==> config.mk <==
export PLATFORM = sky130hd
export DESIGN_NAME = jtag_scan_master
export DESIGN_NICKNAME = d
export VERILOG_FILES = /design/src/rtl/jtag_scan_master.sv
export SDC_FILE = /design/constraint.sdc
export NUM_CORES = 1
export LEC_CHECK = 0
export CAP_MARGIN = 20
export CELL_PAD_IN_SITES_DETAIL_PLACEMENT = 0
export CELL_PAD_IN_SITES_GLOBAL_PLACEMENT = 1
export CORE_UTILIZATION = 35
export CTS_CLUSTER_SIZE = 30
export DETAILED_ROUTE_END_ITERATION = 7
export PLACE_DENSITY_LB_ADDON = 0.1
export RECOVER_POWER = 25
export SETUP_SLACK_MARGIN = 0.15
export SLEW_MARGIN = 20
export SYNTH_ARGS = -nofsm -noshare
export SYNTH_HDL_FRONTEND = slang
export SYNTH_SLANG_ARGS = --single-unit
==> constraint.sdc <==
create_clock -name TCK -period 4 [get_ports TCK]
set_input_delay 0.8 -clock TCK [delete_from_list [all_inputs] [get_ports TCK]]
set_output_delay 0.8 -clock TCK [all_outputs]
set_load 0.05 [all_outputs]
==> src/rtl/jtag_scan_master.sv <==
// jtag_scan_master: sequences IR/DR scans through an IEEE 1149.1 TAP from Run-Test/Idle and back.
// Ports:
//   TCK, TRST          clock and synchronous active-high reset (re-runs the TAP reset sequence)
//   cmd_valid/ready    scan request handshake, accepted only in IDLE
//   cmd_ir/len/data    scan type, length in bits (clamped to MAX_LEN), TDI bits LSB first
//   TDO                serial data returned by the TAP
//   TMS, TDI           registered TAP drive
//   rsp_valid/data     one-cycle completion strobe and captured TDO bits (first bit in bit 0)
module jtag_scan_master #(
   parameter int MAX_LEN = 32
) (
   input  logic               TCK,
   input  logic               TRST,
   input  logic               cmd_valid,
   output logic               cmd_ready,
   input  logic               cmd_ir,
   input  logic [5:0]         cmd_len,
   input  logic [MAX_LEN-1:0] cmd_data,
   input  logic               TDO,
   output logic               TMS,
   output logic               TDI,
   output logic               rsp_valid,
   output logic [MAX_LEN-1:0] rsp_data
);
   typedef enum logic [3:0] {
      RST_SEQ, GO_IDLE, IDLE, SEL_DR, SEL_IR, CAPTURE, SHIFT, EXIT1, UPDATE, DONE
   } state_t;
   state_t             state_q, state_d;
   logic [2:0]         rst_cnt_q, rst_cnt_d;
   logic [5:0]         cnt_q, cnt_d, len_q, len_d, len_eff;
   logic               cap_q, cap_d, ir_q, ir_d;
   logic [MAX_LEN-1:0] data_q, data_d, tdo_q, tdo_d, rsp_q, rsp_d;
   logic               tms_q, tms_d, tdi_q, tdi_d, ready_q, valid_q;
   assign len_eff   = (32'(cmd_len) > MAX_LEN) ? 6'(MAX_LEN) : cmd_len;
   assign cmd_ready = ready_q;
   assign TMS       = tms_q;
   assign TDI       = tdi_q;
   assign rsp_valid = valid_q;
   assign rsp_data  = rsp_q;
   // Each state names the TAP transition driven during that cycle. CAPTURE spans two
   // cycles (Select->Capture, Capture->Shift); SHIFT spans L cycles, its last one moving to Exit1.
   always_comb begin
      state_d   = state_q;
      rst_cnt_d = rst_cnt_q;
      cnt_d     = cnt_q;
      cap_d     = cap_q;
      len_d     = len_q;
      ir_d      = ir_q;
      data_d    = data_q;
      tdo_d     = tdo_q;
      case (state_q)
         RST_SEQ: begin
            state_d   = (rst_cnt_q == 3'd4) ? GO_IDLE : RST_SEQ;
            rst_cnt_d = (rst_cnt_q == 3'd4) ? 3'd0 : rst_cnt_q + 3'd1;
         end
         GO_IDLE: state_d = IDLE;
         IDLE: if (cmd_valid) begin
            ir_d    = cmd_ir;
            len_d   = len_eff;
            data_d  = cmd_data;
            tdo_d   = '0;
            cnt_d   = '0;
            state_d = (len_eff == 6'd0) ? DONE : SEL_DR;
         end
         SEL_DR: begin
            state_d = ir_q ? SEL_IR : CAPTURE;
            cap_d   = 1'b0;
         end
         SEL_IR: begin
            state_d = CAPTURE;
            cap_d   = 1'b0;
         end
         CAPTURE: begin
            cap_d   = 1'b1;
            state_d = cap_q ? SHIFT : CAPTURE;
            cnt_d   = '0;
         end
         SHIFT: begin
            tdo_d = tdo_q | ({{(MAX_LEN-1){1'b0}}, TDO} << cnt_q);
            if (cnt_q == len_q - 6'd1) state_d = EXIT1;
            else cnt_d = cnt_q + 6'd1;
         end
         EXIT1:   state_d = UPDATE;
         UPDATE:  state_d = DONE;
         DONE:    state_d = IDLE;
         default: state_d = RST_SEQ;
      endcase
      // Outputs are registered, so they are derived from the state being entered.
      tms_d = (state_d == SHIFT) ? (cnt_d == len_q - 6'd1)
                                 : (state_d inside {RST_SEQ, SEL_DR, SEL_IR, EXIT1});
      tdi_d = (state_d == SHIFT) && data_q[0];
      if (state_d == SHIFT) data_d = data_q >> 1;
      rsp_d = (state_d == DONE) ? tdo_d : rsp_q;
   end
   always_ff @(posedge TCK) begin
      if (TRST) begin
         state_q   <= RST_SEQ;
         rst_cnt_q <= '0;
         cnt_q     <= '0;
         cap_q     <= 1'b0;
         len_q     <= '0;
         ir_q      <= 1'b0;
         data_q    <= '0;
         tdo_q     <= '0;
         rsp_q     <= '0;
         tms_q     <= 1'b1;
         tdi_q     <= 1'b0;
         ready_q   <= 1'b0;
         valid_q   <= 1'b0;
      end else begin
         state_q   <= state_d;
         rst_cnt_q <= rst_cnt_d;
         cnt_q     <= cnt_d;
         cap_q     <= cap_d;
         len_q     <= len_d;
         ir_q      <= ir_d;
         data_q    <= data_d;
         tdo_q     <= tdo_d;
         rsp_q     <= rsp_d;
         tms_q     <= tms_d;
         tdi_q     <= tdi_d;
         ready_q   <= (state_d == IDLE);
         valid_q   <= (state_d == DONE);
      end
   end
endmodule

==> results of run 1 <==
-- flip-flops by register name, indices dropped and copies added, names as in the netlist, 3 cells and up --
name and cells:
len_q 6, data_q 32, rst_cnt_q 3, cnt_q 6, rsp_data 32, tdo_q 32, state_q 4
-- per-layer routing --
| metal | GRT usage | share of wire | vias to the layer above |
|---|---|---|---|
| li1 | - | - | 2341 |
| met5 | 0 | 0 | - |
| met2 | 0.279 | 0.46 | 91 |
| met3 | 0.0527 | 0.046 | 7 |
| met1 | 0.233 | 0.48 | 2137 |
| met4 | 0.0625 | 0.0076 | 0 |
-- power breakdown --
part	leakage, nW	total, W	switching, W	internal [W]
sequential	0.975	0.00123	0.0000132	0.00122
clock	0.312	0.00165	0.000526	0.00112
combinational	1.08	0.000141	0.0000727	0.0000686
total	2.37	0.00302	0.000611	0.00241
-- cell type report --
class                      instances  share of cell area
clock inverter                     7              0.0205
timing repair buffer              87               0.127
clock buffer                      24              0.0746
inverter                          10             0.00558
multi-input combinational        462               0.378
sequential                       121               0.360
tap                              184              0.0342
-- cell usage in the layout (no fill, tap or decap), types with 5 or more instances in the layout --
cell type	count
a311oi_1	32
xnor2_1	12
buf_4	7
dlygate4sd3_1	16
nor2_1	130
or3_1	7
nand3b_1	7
clkdlybuf4s50_1	61
nand2_1	97
clkbuf_16	17
o21ai_0	16
nor2b_1	6
nor3_1	23
a211oi_1	16
a22oi_1	17
a21oi_1	42
inv_1	10
dfxtp_1	121
clkbuf_8	5
nand3_1	6
-- stage by stage --
stage,util,worst slack (ps)
finish,0.463,741
CTS,0.464,837
global placement,0.420,807
floorplan,-,1160
detailed placement,0.420,702
global route,0.463,565
-- cells by family (layout without fill, tap and decap cells) --
logic type	Yosys count	after routing	share of synthesized area
xor gates and xnor gates	18	18	0.0354
muxes	4	4	0.00766
adders and majority gates	4	4	0.00958
buffers and inverters	63	128	0.0503
and+or+nand+nor	295	295	0.245
AOI/OAI and AO/OA	141	141	0.188
DFF	121	121	0.463
-- worst min-delay path by stage --
stage / start / endpoint / slack [ps] / cells after the start
after floorplan: data_q[0]$_SDFFE_PP0P_ / TDI$_SDFF_PP0_ / 410 / 2
after global placement: ir_q$_SDFFE_PP0P_ / ir_q$_SDFFE_PP0P_ / 450 / 2
after detailed placement: rsp_data[23]$_SDFFE_PP0P_ / rsp_data[23]$_SDFFE_PP0P_ / 470 / 2
after CTS: rsp_data[23]$_SDFFE_PP0P_ / rsp_data[23]$_SDFFE_PP0P_ / 480 / 2
after global routing: data_q[5]$_SDFFE_PP0P_ / data_q[5]$_SDFFE_PP0P_ / 500 / 2
final: rsp_data[23]$_SDFFE_PP0P_ / rsp_data[23]$_SDFFE_PP0P_ / 470 / 2
-- worst max-delay path, cell delays in order (launching register included) --
cell and delay (ps):
dfxtp_1 380, inv_1 90, ha_1 220, nor3b_1 380, xnor3_1 270, and4_1 350, a41o_1 300, a31o_4 210
xnor2_1 140, and2_1 180, o41a_1 390, o31ai_1 260
==> run_results.csv, run 1 <==
group,metric,value,unit
status,status,"complete, no violations",
timing,drv_slew,0,
timing,fin_worst_hold_slack,471,ps
yosys,synthTopCellsByCount,"nor2_1, dfxtp_1, nand2_1",
power_and_ir_drop,p_leak,2.37,nW
drt,drc,0,
timing,fin_crit,3260,ps
clocking,holdBufCountCts,0,
clocking,ctsResizeCount,0,
yosys,ys_warn_count,0,
yosys,ys_seq_area_frac,0.463,
drt,vias_per_cell,5.11,
yosys,syn_area,5230,µm²
yosys,synth_top_area_share,0.463,
min_path,worstHoldPathType,"register to register",
yosys,synth-seq-cells,121,
critical_path,reg2reg_depth,11,
power_and_ir_drop,power,0.00302,W
power_and_ir_drop,ir_drop,0.311,mV
cells_and_area,layout-drive-gt1-share,0.0605,
job,drv_cap,0,
clocking,clkLatencyLatePin,410,ps
placement,hpwlAfterDp,8770,µm
yosys,yosysMostFrequentCell,"nor2_1",
drt,drt_iter0_drc,230,
yosys,synth_edf_count,0,
yosys,ys_async_sr_fraction,0,
clocking,cts_sinks,121,
clocking,htree_levels,4,
drt,routedWlPerCell,14.6,µm
cells_and_area,final_area,6720,µm²
yosys,synth.distinct_cells,48,
grt,grt_pass1_vias,4134,
floorplan,rows,44,
critical_path,path_class,"register to register",
critical_path,crit_arrival,3570,ps
timing,setup_violations,0,
critical_path,cp_max_fo,9,
placement,dp_cells,864,
placement,routabilityCongestion,0.795,
timing,final.setup.tns,0,ps
grt,grt-ovfl-total,0,
cells_and_area,area_delta_synth_final,28.6,%
cells_and_area,fin_cells,895,
floorplan,start_util,0.360,
critical_path,cp.required,4310,ps
timing,max_slew_margin,0.151,
drt,ant_nets,0,
floorplan,die_w,124,µm
timing,finalHoldViolCount,0,
grt,grtUsageTotal,0.178,
floorplan,die_h,124,µm
yosys,avgSynthCellArea,8.09,µm²
critical_path,rrSetupSlack,740,ps
clocking,clk_pin_slew_worst_paths,50,ps
cells_and_area,regArea,2420,µm²
clocking,tritoncts,"done",
critical_path,crit_end,"TMS$_SDFF_PP1_",
timing,period_share,0.815,
clocking,post_cts.repair.setup_buffers,0,
cells_and_area,nFillCells,1462,
critical_path,startpoint,"len_q[0]$_SDFFE_PP0P_",
critical_path,worst_setup_path_start_kind,"register",
critical_path,r2r_start,"len_q[0]$_SDFFE_PP0P_",
grt,antenna_found_initial,0,
grt,grt_pass1_wl,20900,µm
floorplan,placeableCoreArea,14500,µm²
critical_path,endpoint_kind,"register",
critical_path,r2r-end,"TMS$_SDFF_PP1_",
floorplan,dieArea,15400,µm²
yosys,yosysTopAreaCell,"dfxtp_1",
clocking,cts_root_buf,"clkbuf_16",
drt,drtPass1Iterations,4,
yosys,synth-main-ff-cell,"dfxtp_1",
cells_and_area,finalNetCount,746,
yosys,syn_nets,693,
power_and_ir_drop,powerDensity,449,nW/µm²
cells_and_area,multi_input_area,2540,µm²
cells_and_area,diodes,0,
timing,worstMarginPinSlew,1270,ps
floorplan,io_pins,79,
placement,place_area,6100,µm²
placement,io_buffers,78,
drt,wl,13100,µm
drt,vias,4576,
yosys,synth_cells,646,
timing,rsz0062_at_grt,"false",
timing,clock.fmax,307,MHz
yosys,ys_top_cells_by_area,"dfxtp_1, nor2_1, nand2_1",
grt,grt_start_max_net_pins,72,
timing,clock_skew,7.42,ps
clocking,cts_max_path_buffers,2,
clocking,cts_made_buffers,17,
Note: power is estimated with default switching activity, not from simulation.
==> run 2: changes to the inputs <==
- clock period: 4 -> 3.3 ns (I/O delays scaled with it)
==> run_results.csv, run 2 (synthesis results as in run 1) <==
group,metric,value,unit
status,status,"complete, no violations",
floorplan,placeableCoreArea,14500,µm²
timing,fin_worst_hold_slack,452,ps
clocking,htree_levels,4,
timing,setup_violations,0,
critical_path,cp_max_fo,9,
clocking,cts_sinks,121,
clocking,clk_pin_slew_worst_paths,60,ps
timing,finalHoldViolCount,0,
floorplan,io_pins,79,
floorplan,rows,44,
grt,grt_pass1_wl,20900,µm
drt,drt_iter0_drc,257,
floorplan,dieArea,15400,µm²
grt,grt_use_met1,0.227,
placement,io_buffers,78,
cells_and_area,final_area,6760,µm²
grt,grtUsageTotal,0.177,
drt,vias,4609,
grt,grt-ovfl-total,0,
drt,drc,0,
clocking,cts_root_buf,"clkbuf_16",
placement,place_area,6170,µm²
cells_and_area,nFillCells,1465,
cells_and_area,final_common_cell,"nor2_1",
grt,use_met2,0.279,
critical_path,slowest_delay,390,ps
timing,rsz0062_at_grt,"false",
job,drv_cap,0,
power_and_ir_drop,power,0.00354,W
floorplan,start_util,0.360,
timing,clock_skew,6.66,ps
cells_and_area,area_delta_synth_final,29.4,%
power_and_ir_drop,pwr-share-seq,0.422,
grt,antenna_found_initial,0,
power_and_ir_drop,powerDensity,523,nW/µm²
drt,ant_nets,0,
clocking,clkLatencyLatePin,410,ps
drt,wl,12700,µm
clocking,cts_made_buffers,17,
critical_path,crit_path_top_delay_cell,"o41a_1",
cells_and_area,finalNetCount,752,
critical_path,path_class,"register to register",
grt,grt_start_max_net_pins,70,
placement,pre_cts_ws,161,ps
critical_path,worst_setup_path_start_kind,"register",
timing,setup_slack,331,ps
timing,clock.fmax,337,MHz
timing,drv_slew,0,
floorplan,die_w,124,µm
clocking,cts_max_path_buffers,2,
power_and_ir_drop,intPower,0.00278,W
min_path,worstHoldPathType,"register to register",
cells_and_area,mostFrequentLayoutCells,"nor2_1, dfxtp_1, nand2_1",
timing,worstMarginPinSlew,1130,ps
critical_path,cpLargestDelayFamily,"compound AO/OA/AOI/OAI gates",
floorplan,die_h,124,µm
timing,period_share,0.900,
drt,routedWlPerCell,14.0,µm
cells_and_area,layout-drive-gt1-share,0.0738,
critical_path,cp_num_buf_inv,1,
cells_and_area,diodes,0,
critical_path,cp.required,3610,ps
power_and_ir_drop,switching_share,0.215,
grt,grt_pass1_vias,4185,
critical_path,endpoint_kind,"register",
grt,grt_busiest_layer,"met2",
critical_path,crit_chain,"inv_1, ha_1, nor3b_2, xnor3_1, and4_2, a41o_1, a31o_4, xnor2_1, and2_1, o41a_1, o31ai_1",
power_and_ir_drop,switchingPower,0.000762,W
critical_path,crit_arrival,3280,ps
clocking,tritoncts,"done",
timing,max_slew_margin,0.246,
placement,hpwlAfterDp,8410,µm
timing,final.setup.tns,0,ps
drt,drtPass1Iterations,4,
power_and_ir_drop,comb_power_share,0.050,
drt,vias_per_cell,5.11,
placement,routabilityCongestion,0.781,
timing,fin_crit,2970,ps
grt,globalRouteMet3Util,0.0586,
power_and_ir_drop,power_frac_clock,0.528,
power_and_ir_drop,ir_drop,0.353,mV
power_and_ir_drop,p_leak,2.34,nW
==> run 2: final timing paths <==
kind,endpoint,cells past startpoint,slack (ps),start
setup / recovery,TMS$_SDFF_PP1_,11,330,len_q[1]$_SDFFE_PP0P_
hold / removal,ir_q$_SDFFE_PP0P_,2,450,ir_q$_SDFFE_PP0P_
setup reg to reg,TMS$_SDFF_PP1_,11,330,len_q[1]$_SDFFE_PP0P_
hold reg to reg,ir_q$_SDFFE_PP0P_,2,450,ir_q$_SDFFE_PP0P_
==> run 2: routing by layer <==
| layer | share of wire | vias up |
|---|---|---|
| met3 | 0.054 | 11 |
| met1 | 0.48 | 2145 |
| met5 | 0 | - |
| met4 | 0.012 | 0 |
| li1 | - | 2357 |
| met2 | 0.45 | 96 |
==> run 2: metrics by stage <==
stage | instances | utilization
4_1_cts | 902 | 0.467
5_1_grt | 902 | 0.465
6_report | 902 | 0.465
3_5_place_dp | 870 | 0.425
3_3_place_gp | 870 | 0.425
2_1_floorplan | 646 | -
==> run 2: what timing repair did <==
action                                  in CTS  in global routing
gates resized for setup                      0                  1
endpoints found under the setup margin       0                  1
hold buffers                                 0                  0
setup buffers                                0                  0
==> run 2: power groups by stage <==
stage / Sequential [W] / Combinational (W) / Clock, W
after floorplan: 0.00153 / 0.0000920 / 0
after global placement: 0.00152 / 0.000178 / 0
after detailed placement: 0.00153 / 0.000181 / 0
after CTS: 0.00149 / 0.000182 / 0.00192
after global routing: 0.00150 / 0.000197 / 0.00200
final: 0.00149 / 0.000178 / 0.00187
==> run 2: area by class of cell <==
| cell class | count | area (µm²) | share of cell area |
|---|---|---|---|
| flip-flops and latches | 121 | 2420 | 0.358 |
| multi-input cells | 462 | 2550 | 0.378 |
| well taps | 184 | 230 | 0.0340 |
| inverters | 10 | 37.5 | 0.00555 |
| repair buffers | 93 | 911 | 0.135 |
| clock inverters | 10 | 115 | 0.0170 |
| clock buffers | 22 | 494 | 0.0731 |
==> run 2: worst reg2reg max path: stages, from the launching register on <==
cell     delay [ps]
dfxtp_1         340
inv_1            60
ha_1            210
nor3b_2         250
xnor3_1         230
and4_2          330
a41o_1          270
a31o_4          210
xnor2_1         140
and2_1          180
o41a_1          390
o31ai_1         260
==> run 3: changes to the inputs <==
- CORE_MARGIN: default -> 2
==> run_results.csv, run 3 (synthesis results as in run 1) <==
group,metric,value,unit
status,status,"complete, no violations",
grt,antenna_found_initial,0,
grt,grt-ovfl-total,0,
grt,grtUsageTotal,0.166,
clocking,cts_root_buf,"clkbuf_16",
critical_path,crit_chain,"inv_1, ha_1, nor3b_2, xnor3_1, and4_2, a41o_1, a31o_4, xnor2_1, and2_1, o41a_1, o31ai_1",
clocking,clkLatencyLatePin,420,ps
critical_path,startpoint,"len_q[1]$_SDFFE_PP0P_",
timing,final.setup.tns,0,ps
floorplan,placeableCoreArea,14500,µm²
drt,drc,0,
critical_path,cp_max_fo,9,
clocking,cts_max_path_buffers,2,
drt,ant_nets,0,
floorplan,rows,44,
critical_path,cpLargestDelayFamily,"compound AO/OA/AOI/OAI gates",
drt,drtPass1Iterations,5,
timing,period_share,0.895,
cells_and_area,final_common_cell,"nor2_1",
grt,grt_pass1_wl,21300,µm
critical_path,rrSetupSlack,350,ps
power_and_ir_drop,p_leak,2.36,nW
critical_path,worst_setup_path_start_kind,"register",
grt,grt_busiest_layer,"met2",
drt,vias_per_cell,5.06,
timing,finalHoldViolCount,0,
floorplan,die_h,126,µm
clocking,cts_sinks,121,
min_path,worstHoldPathType,"register to register",
timing,worstMarginPinSlew,1120,ps
critical_path,crit_end,"TMS$_SDFF_PP1_",
placement,pre_cts_ws,186,ps
floorplan,dieArea,15900,µm²
grt,grt_pass1_vias,4345,
grt,grt_start_max_net_pins,72,
timing,fin_crit,2950,ps
grt,grt_use_met1,0.216,
timing,drv_slew,0,
job,drv_cap,0,
timing,clock_skew,8.45,ps
placement,io_buffers,78,
critical_path,crit_arrival,3280,ps
cells_and_area,area_delta_synth_final,28.8,%
critical_path,r2r_start,"len_q[1]$_SDFFE_PP0P_",
floorplan,io_pins,79,
timing,setup_violations,0,
clocking,holdBufCountCts,0,
clocking,tritoncts,"done",
power_and_ir_drop,ir_drop,0.398,mV
power_and_ir_drop,powerDensity,518,nW/µm²
drt,drt_iter0_drc,233,
floorplan,start_util,0.360,
placement,hpwlAfterDp,8540,µm
critical_path,endpoint_kind,"register",
clocking,cts_made_buffers,17,
timing,rsz0062_at_grt,"false",
cells_and_area,layout-drive-gt1-share,0.0723,
critical_path,reg2reg_depth,11,
cells_and_area,finalNetCount,753,
drt,routedWlPerCell,14.2,µm
cells_and_area,diodes,0,
critical_path,cp_num_cells,11,
clocking,htree_levels,4,
critical_path,cp_num_buf_inv,1,
critical_path,slowest_delay,390,ps
critical_path,r2r-end,"TMS$_SDFF_PP1_",
critical_path,cp.required,3620,ps
timing,setup_slack,346,ps
critical_path,path_class,"register to register",
floorplan,die_w,126,µm
drt,vias,4565,
grt,globalRouteMet3Util,0.0429,
timing,max_slew_margin,0.254,
cells_and_area,mostFrequentLayoutCells,"nor2_1, dfxtp_1, nand2_1",
timing,clock.fmax,338,MHz
grt,use_met2,0.263,
placement,routabilityCongestion,0.781,
drt,wl,12800,µm
clocking,clk_pin_slew_worst_paths,50,ps
critical_path,crit_path_top_delay_cell,"o41a_1",
## run 3: cell types whose count changed in the layout (fill, tap and decap cells not counted), sizes merged
cell           delta
clkdlybuf4s50    -11
buf               +3
dlygate4sd3      +11
inv               -1
clkinvlp          +1
clkinv            +1
clkbuf            -3
## run 3: what timing repair did
item,4_1_cts,5_1_grt
resized for setup,0,1
endpoints found under the setup margin,0,1
setup buffers,0,0
## run 3: worst min-delay path by stage
stage                              startpoint                   endpoint  slack, ps  cells after the start
detailed placement          ir_q$_SDFFE_PP0P_          ir_q$_SDFFE_PP0P_        450                      2
global route        rsp_data[23]$_SDFFE_PP0P_  rsp_data[23]$_SDFFE_PP0P_        500                      2
global placement            ir_q$_SDFFE_PP0P_          ir_q$_SDFFE_PP0P_        440                      2
floorplan              data_q[0]$_SDFFE_PP0P_             TDI$_SDFF_PP0_        410                      2
finish                      ir_q$_SDFFE_PP0P_          ir_q$_SDFFE_PP0P_        460                      2
CTS                         ir_q$_SDFFE_PP0P_          ir_q$_SDFFE_PP0P_        460                      2
## run 3: area by class of cell
cell class,instances,area (µm²)
well taps,184,230
clock inverters,11,123
repair buffers,94,913
clock buffers,21,460
fillers,1493,7800
multi-input cells,462,2540
flip-flops and latches,121,2420
inverters,10,37.5
## run 3: tightest hold or removal path, stage by stage, from the launching register on
cell     delay, ps
dfxtp_1        310
nand2_1         50
a21oi_1         50
## run 3: layer usage
metal	vias to the layer above	routed length [µm]
li1	2363	-
met5	-	0
met2	97	5750
met1	2088	6240
met4	0	213
met3	17	633
## run 3: through the flow
stage | total power [W] | hold slack, ps | instance area [µm²] | instances | utilization
2_1_floorplan | 0.00162 | 410 | 5230 | 646 | -
6_report | 0.00348 | 458 | 6730 | 903 | 0.463
4_1_cts | 0.00352 | 457 | 6750 | 903 | 0.464
5_1_grt | 0.00361 | 499 | 6730 | 903 | 0.463
3_3_place_gp | 0.00170 | 444 | 6170 | 871 | 0.424
3_5_place_dp | 0.00171 | 449 | 6170 | 871 | 0.424
## run 3: where the power goes
part	switching, W	internal, W	total [W]
sequential	0.0000150	0.00148	0.00149
clock	0.000666	0.00115	0.00181
combinational	0.0000894	0.0000882	0.000178
